==> src/rtl/event_window_pkg.sv <==
// Shared definitions for the event window counter: FSM encoding, default
// parameter values and timer sizing.
package event_window_pkg;

   typedef enum logic [1:0] {
      IDLE  = 2'd0,
      COUNT = 2'd1,
      HOLD  = 2'd2
   } state_e;

   localparam int WINDOW_DEFAULT = 16;
   localparam int CW_DEFAULT     = 8;

   // Timer counts 0 .. window-1; at least one bit even for tiny windows.
   function automatic int timer_width(input int window);
      return (window <= 2) ? 1 : $clog2(window);
   endfunction

endpackage

==> src/rtl/event_window_counter_rise_detect.sv <==
// Delay register for the detector output plus a single-cycle rising-edge pulse.
module rise_detect (
   input  logic clk,
   input  logic rst,
   input  logic d,
   output logic q_d,
   output logic rise
);

   // NOTE: registered state always uses non-blocking assignments so every
   // flop samples the pre-edge value of its inputs.
   always_ff @(posedge clk) begin
      if (rst) q_d <= 1'b0;
      else     q_d <= d;
   end

   assign rise = d & ~q_d;

endmodule

==> src/rtl/event_window_counter.sv <==
// Counts detector events over fixed windows of WINDOW cycles and presents
// each window's count/overflow through a valid/ack result register.
module event_window_counter
   import event_window_pkg::*;
#(
   parameter int WINDOW    = WINDOW_DEFAULT,
   parameter int CW        = CW_DEFAULT,
   parameter int EDGE_MODE = 1
) (
   input  logic          clk,
   input  logic          rst,
   input  logic          F,
   input  logic          en,
   input  logic          ack,
   output logic [CW-1:0] count,
   output logic          ovf,
   output logic          valid,
   output logic          busy
);

   localparam int TW = timer_width(WINDOW);

   state_e          state, state_n;
   logic [CW-1:0]   acc, acc_n;
   logic            ovf_acc, ovf_acc_n;
   logic [TW-1:0]   timer, timer_n;
   logic [CW-1:0]   count_n;
   logic            ovf_n, valid_n;
   logic            rise, evt;
   logic            unused_f_d;

   rise_detect u_rise (
      .clk  (clk),
      .rst  (rst),
      .d    (F),
      .q_d  (unused_f_d),
      .rise (rise)
   );

   assign evt = (EDGE_MODE != 0) ? rise : F;

   // NOTE: every signal written here gets a default first, so no path can
   // leave one unassigned and infer a latch.
   always_comb begin
      state_n   = state;
      acc_n     = acc;
      ovf_acc_n = ovf_acc;
      timer_n   = timer;
      count_n   = count;
      ovf_n     = ovf;
      valid_n   = valid;

      case (state)
         IDLE: begin
            if (en) begin
               state_n   = COUNT;
               timer_n   = '0;
               acc_n     = '0;
               ovf_acc_n = 1'b0;
            end
         end

         COUNT: begin
            if (evt) begin
               if (acc == {CW{1'b1}}) ovf_acc_n = 1'b1;
               else                   acc_n     = acc + CW'(1);
            end
            timer_n = timer + TW'(1);
            // Last sampled cycle: its event is already folded into acc_n.
            if (timer == TW'(WINDOW - 1)) begin
               count_n = acc_n;
               ovf_n   = ovf_acc_n;
               valid_n = 1'b1;
               state_n = HOLD;
            end
         end

         HOLD: begin
            if (ack) begin
               valid_n = 1'b0;
               if (en) begin
                  state_n   = COUNT;
                  timer_n   = '0;
                  acc_n     = '0;
                  ovf_acc_n = 1'b0;
               end else begin
                  state_n = IDLE;
               end
            end
         end

         default: state_n = IDLE;
      endcase
   end

   always_ff @(posedge clk) begin
      if (rst) begin
         state   <= IDLE;
         acc     <= '0;
         ovf_acc <= 1'b0;
         timer   <= '0;
         count   <= '0;
         ovf     <= 1'b0;
         valid   <= 1'b0;
         busy    <= 1'b0;
      end else begin
         state   <= state_n;
         acc     <= acc_n;
         ovf_acc <= ovf_acc_n;
         timer   <= timer_n;
         count   <= count_n;
         ovf     <= ovf_n;
         valid   <= valid_n;
         busy    <= (state_n == COUNT);
      end
   end

endmodule
==> config.mk <==
export PLATFORM = sky130hd
export DESIGN_NAME = event_window_counter
export DESIGN_NICKNAME = d
export VERILOG_FILES = /design/src/rtl/event_window_pkg.sv /design/src/rtl/event_window_counter_rise_detect.sv /design/src/rtl/event_window_counter.sv
export SDC_FILE = /design/constraint.sdc
export NUM_CORES = 1
export LEC_CHECK = 0
export ABC_AREA = 1
export CAP_MARGIN = 20
export CORE_UTILIZATION = 39
export CTS_CLUSTER_SIZE = 8
export DETAILED_ROUTE_END_ITERATION = 6
export HOLD_SLACK_MARGIN = 0.02
export PLACE_DENSITY = 0.59
export SKIP_LAST_GASP = 1
export SLEW_MARGIN = 0
export SYNTH_ARGS = -nofsm -noshare
export SYNTH_HDL_FRONTEND = slang
export SYNTH_SLANG_ARGS = --single-unit
==> constraint.sdc <==
create_clock -name clk -period 3.23 [get_ports clk]
set_input_delay 0.323 -clock clk [delete_from_list [all_inputs] [get_ports clk]]
set_output_delay 0.323 -clock clk [all_outputs]
set_load 0.01 [all_outputs]
==> flow_metrics.env <==
export IMPL_status="finished, final reports clean"
export IMPL_post_cts_setup_buffer_count=0
export IMPL_die_width_um=61.4
export IMPL_htree_levels=1
export IMPL_postRouteAntennaNets=0
export IMPL_worstSkewPairLatency_ns=0.35
export IMPL_dpl_hpwl_um=1990
export IMPL_layout_cells_most_common_list="nand2_1 (49), dfxtp_1 (27), inv_1 (22), nor2_1 (21), nand3_1 (20)"
export IMPL_worst_r2r_startpoint="state[0]"
export IMPL_slew_violations=0
export IMPL_design_power_total_w=0.000552
export IMPL_synthesis_nets=201
export IMPL_worstSetupStartpointType="flop"
export IMPL_timing_hold_worst_path_depth=2
export IMPL_cts_hold_buffers_added=0
export IMPL_cellPowerDensity_nw_per_um2=349
export IMPL_ys_flop_type="dfxtp_1"
export IMPL_grt_pass1_wl_um=4620
export IMPL_detailroute_via_count=1252
export IMPL_post_route_period_util=0.502
export IMPL_arrival_time_reported_for_the_critical_path_endpoint_ns=1.89
export IMPL_number_of_antenna_violations_at_the_first_check_in_global_routing=0
export IMPL_num_io_pins=16
export IMPL_fraction_of_final_layout_cells_with_drive_strength_greater_than_1=0.115
export IMPL_grt_max_degree=22
export IMPL_critical_path_peak_fanout=17
export IMPL_worstSetupPathType="flop to flop"
export IMPL_grt_setup_unrepaired="no"
export IMPL_die_area_um2=3770
export IMPL_finalSetupViolations=0
export IMPL_cts_buffers_inserted=3
export IMPL_worst_slew_margin_rel=0.709
export IMPL_fmax_mhz=616
export IMPL_fin_hold_ws_ns=0.476
export IMPL_final_hold_viols=0
export IMPL_post_synth_inst_count=194
export IMPL_cts_root_buffer="clkbuf_4"
export IMPL_cts_num_sinks=27
export IMPL_synth_edf_count=0
export IMPL_cp_required_ns=3.50
export IMPL_fp_row_count=21
export IMPL_post_route_drc_count=0
export IMPL_tritoncts="built"
export IMPL_clock_path_buffers=2
export IMPL_wl_final_um=2870
export IMPL_vias_per_cell=4.91
export IMPL_yosys_cell_types_count=28
export IMPL_worstMarginPinSlew_ns=0.436
export IMPL_final_common_cell="nand2_1"
export IMPL_max_cap_viols=0
export IMPL_clock_pin_slew_reported_for_the_worst_setup_and_hold_paths_after_clock_tree_synthesis_ns=0.16
export IMPL_floorplan_core_area_um2=3360
export IMPL_synth_warnings=0
export IMPL_n_fill_cell=379
export IMPL_timing_clock_skew_ns=0.0158
export IMPL_floorplan_initialDensity=0.410
export IMPL_synth_avg_cell_area_um2=7.10
export IMPL_layout_area_overhead_vs_synth_pct=15.0
export IMPL_detailed_router_s_first_iteration_violation_count=71
export IMPL_fin_nets=217
export IMPL_place_gp_congestion=0.816
export IMPL_globalRouteOverflowTotal=0
export IMPL_postCtsResizedCells=0
export IMPL_rr_endpoint="count[7]"
export IMPL_antenna_cells=0
export IMPL_synth_seq_area_share=0.392
export IMPL_p_leak_nw=0.627
export IMPL_detail_route_wl_per_cell_um=11.2
export IMPL_die_h_um=61.4
export IMPL_worst_ir_drop_vdd_v=0.000126
export IMPL_reg2reg_depth=7
export IMPL_setup_tns_final_ns=0
export IMPL_syn_cell_area_um2=1380
export IMPL_track_usage=0.168
export IMPL_ff2ff_setup_slack_ns=1.61
export IMPL_numPortBuffers=15
export IMPL_endpoint_of_the_worst_hold_path="valid"
export IMPL_first_pass_iters=4
export IMPL_worstSetupEndpointType="flop"
export IMPL_ys_async_sr_fraction=0
export IMPL_hold_class="flop to flop"
export IMPL_number_of_storage_elements_in_the_synthesis_netlist=27
export IMPL_vias_in_the_first_global_route=1052
export IMPL_timing_hold_worst_start="valid"
export IMPL_period_minus_slack_ns=1.62
sequential cells by signal, summed over array words and instances (netlist names):
| name | count |
|---|---|
| acc | 8 |
| count | 8 |
| timer | 4 |
| state | 2 |
| busy | 1 |
| ovf | 1 |
| ovf_acc | 1 |
| u_rise.q_d | 1 |
| valid | 1 |
kinds of logic (layout without fill, tap and decap cells):
family,Yosys count,after routing,share of synthesized area
buffers and inverters,31,46,0.0990
DFF,27,27,0.392
and+or+nand+nor,106,106,0.370
AOI/OAI and AO/OA,27,27,0.114
xor gates and xnor gates,1,1,0.00636
adders and majority gates,2,2,0.0182
cell usage after synthesis (3+ instances only):
cell type	count	area, um2
a21oi_1	14	70.1
o21ai_0	4	20.0
inv_1	22	82.6
inv_2	4	15.0
nand3_1	20	100
nand4_1	3	18.8
nor2_2	3	18.8
nor2_4	4	45.0
dfxtp_1	27	541
nand2_1	49	184
nor2_1	21	78.8
critical path: stages (launching register included):
cell	delay [ns]
dfxtp_1	0.38
inv_2	0.06
nor2_4	0.35
inv_2	0.13
nor2_8	0.25
inv_1	0.15
o21ai_0	0.18
inv_1	0.05
metal layers:
layer	vias up	wire (um)	GRT usage
met1	582	1350	0.217
li1	649	-	-
met2	15	1400	0.284
met5	-	0	0
met3	6	71	0.0252
met4	0	42	0.0667
how the worst max path moves through the flow:
stage,start,to,cells after the start,slack (ns)
floorplan,timer[0],count[7],6,1.97
global placement,F,count[6],8,1.55
detailed placement,F,acc[6],7,1.50
CTS,state[0],count[7],7,1.60
global route,state[0],ovf,7,1.45
finish,state[0],count[7],7,1.61
through the flow:
stage | instance area, um2 | util | std cells | setup slack (ns)
6_report | 1580 | 0.471 | 255 | 1.61
2_1_floorplan | 1380 | - | 194 | 1.97
4_1_cts | 1580 | 0.471 | 255 | 1.60
3_5_place_dp | 1550 | 0.462 | 251 | 1.50
5_1_grt | 1580 | 0.471 | 255 | 1.45
3_3_place_gp | 1550 | 0.462 | 251 | 1.55
where the power goes:
group | internal, W | switching (W) | total [W]
clock | 0.0000476 | 0.000112 | 0.000159
combinational | 0.0000167 | 0.0000336 | 0.0000503
sequential | 0.000339 | 0.00000417 | 0.000343
area by class of cell:
| cell class | instances | area [um2] | area share |
|---|---|---|---|
| multi-input combinational | 136 | 701 | 0.442 |
| sequential | 27 | 541 | 0.341 |
| timing repair buffer | 16 | 158 | 0.0995 |
| inverter | 26 | 97.6 | 0.0616 |
| tap | 46 | 57.6 | 0.0363 |
| clock buffer | 3 | 22.5 | 0.0142 |
| clock inverter | 1 | 7.51 | 0.00474 |
Note: power is estimated with default switching activity, not from simulation.
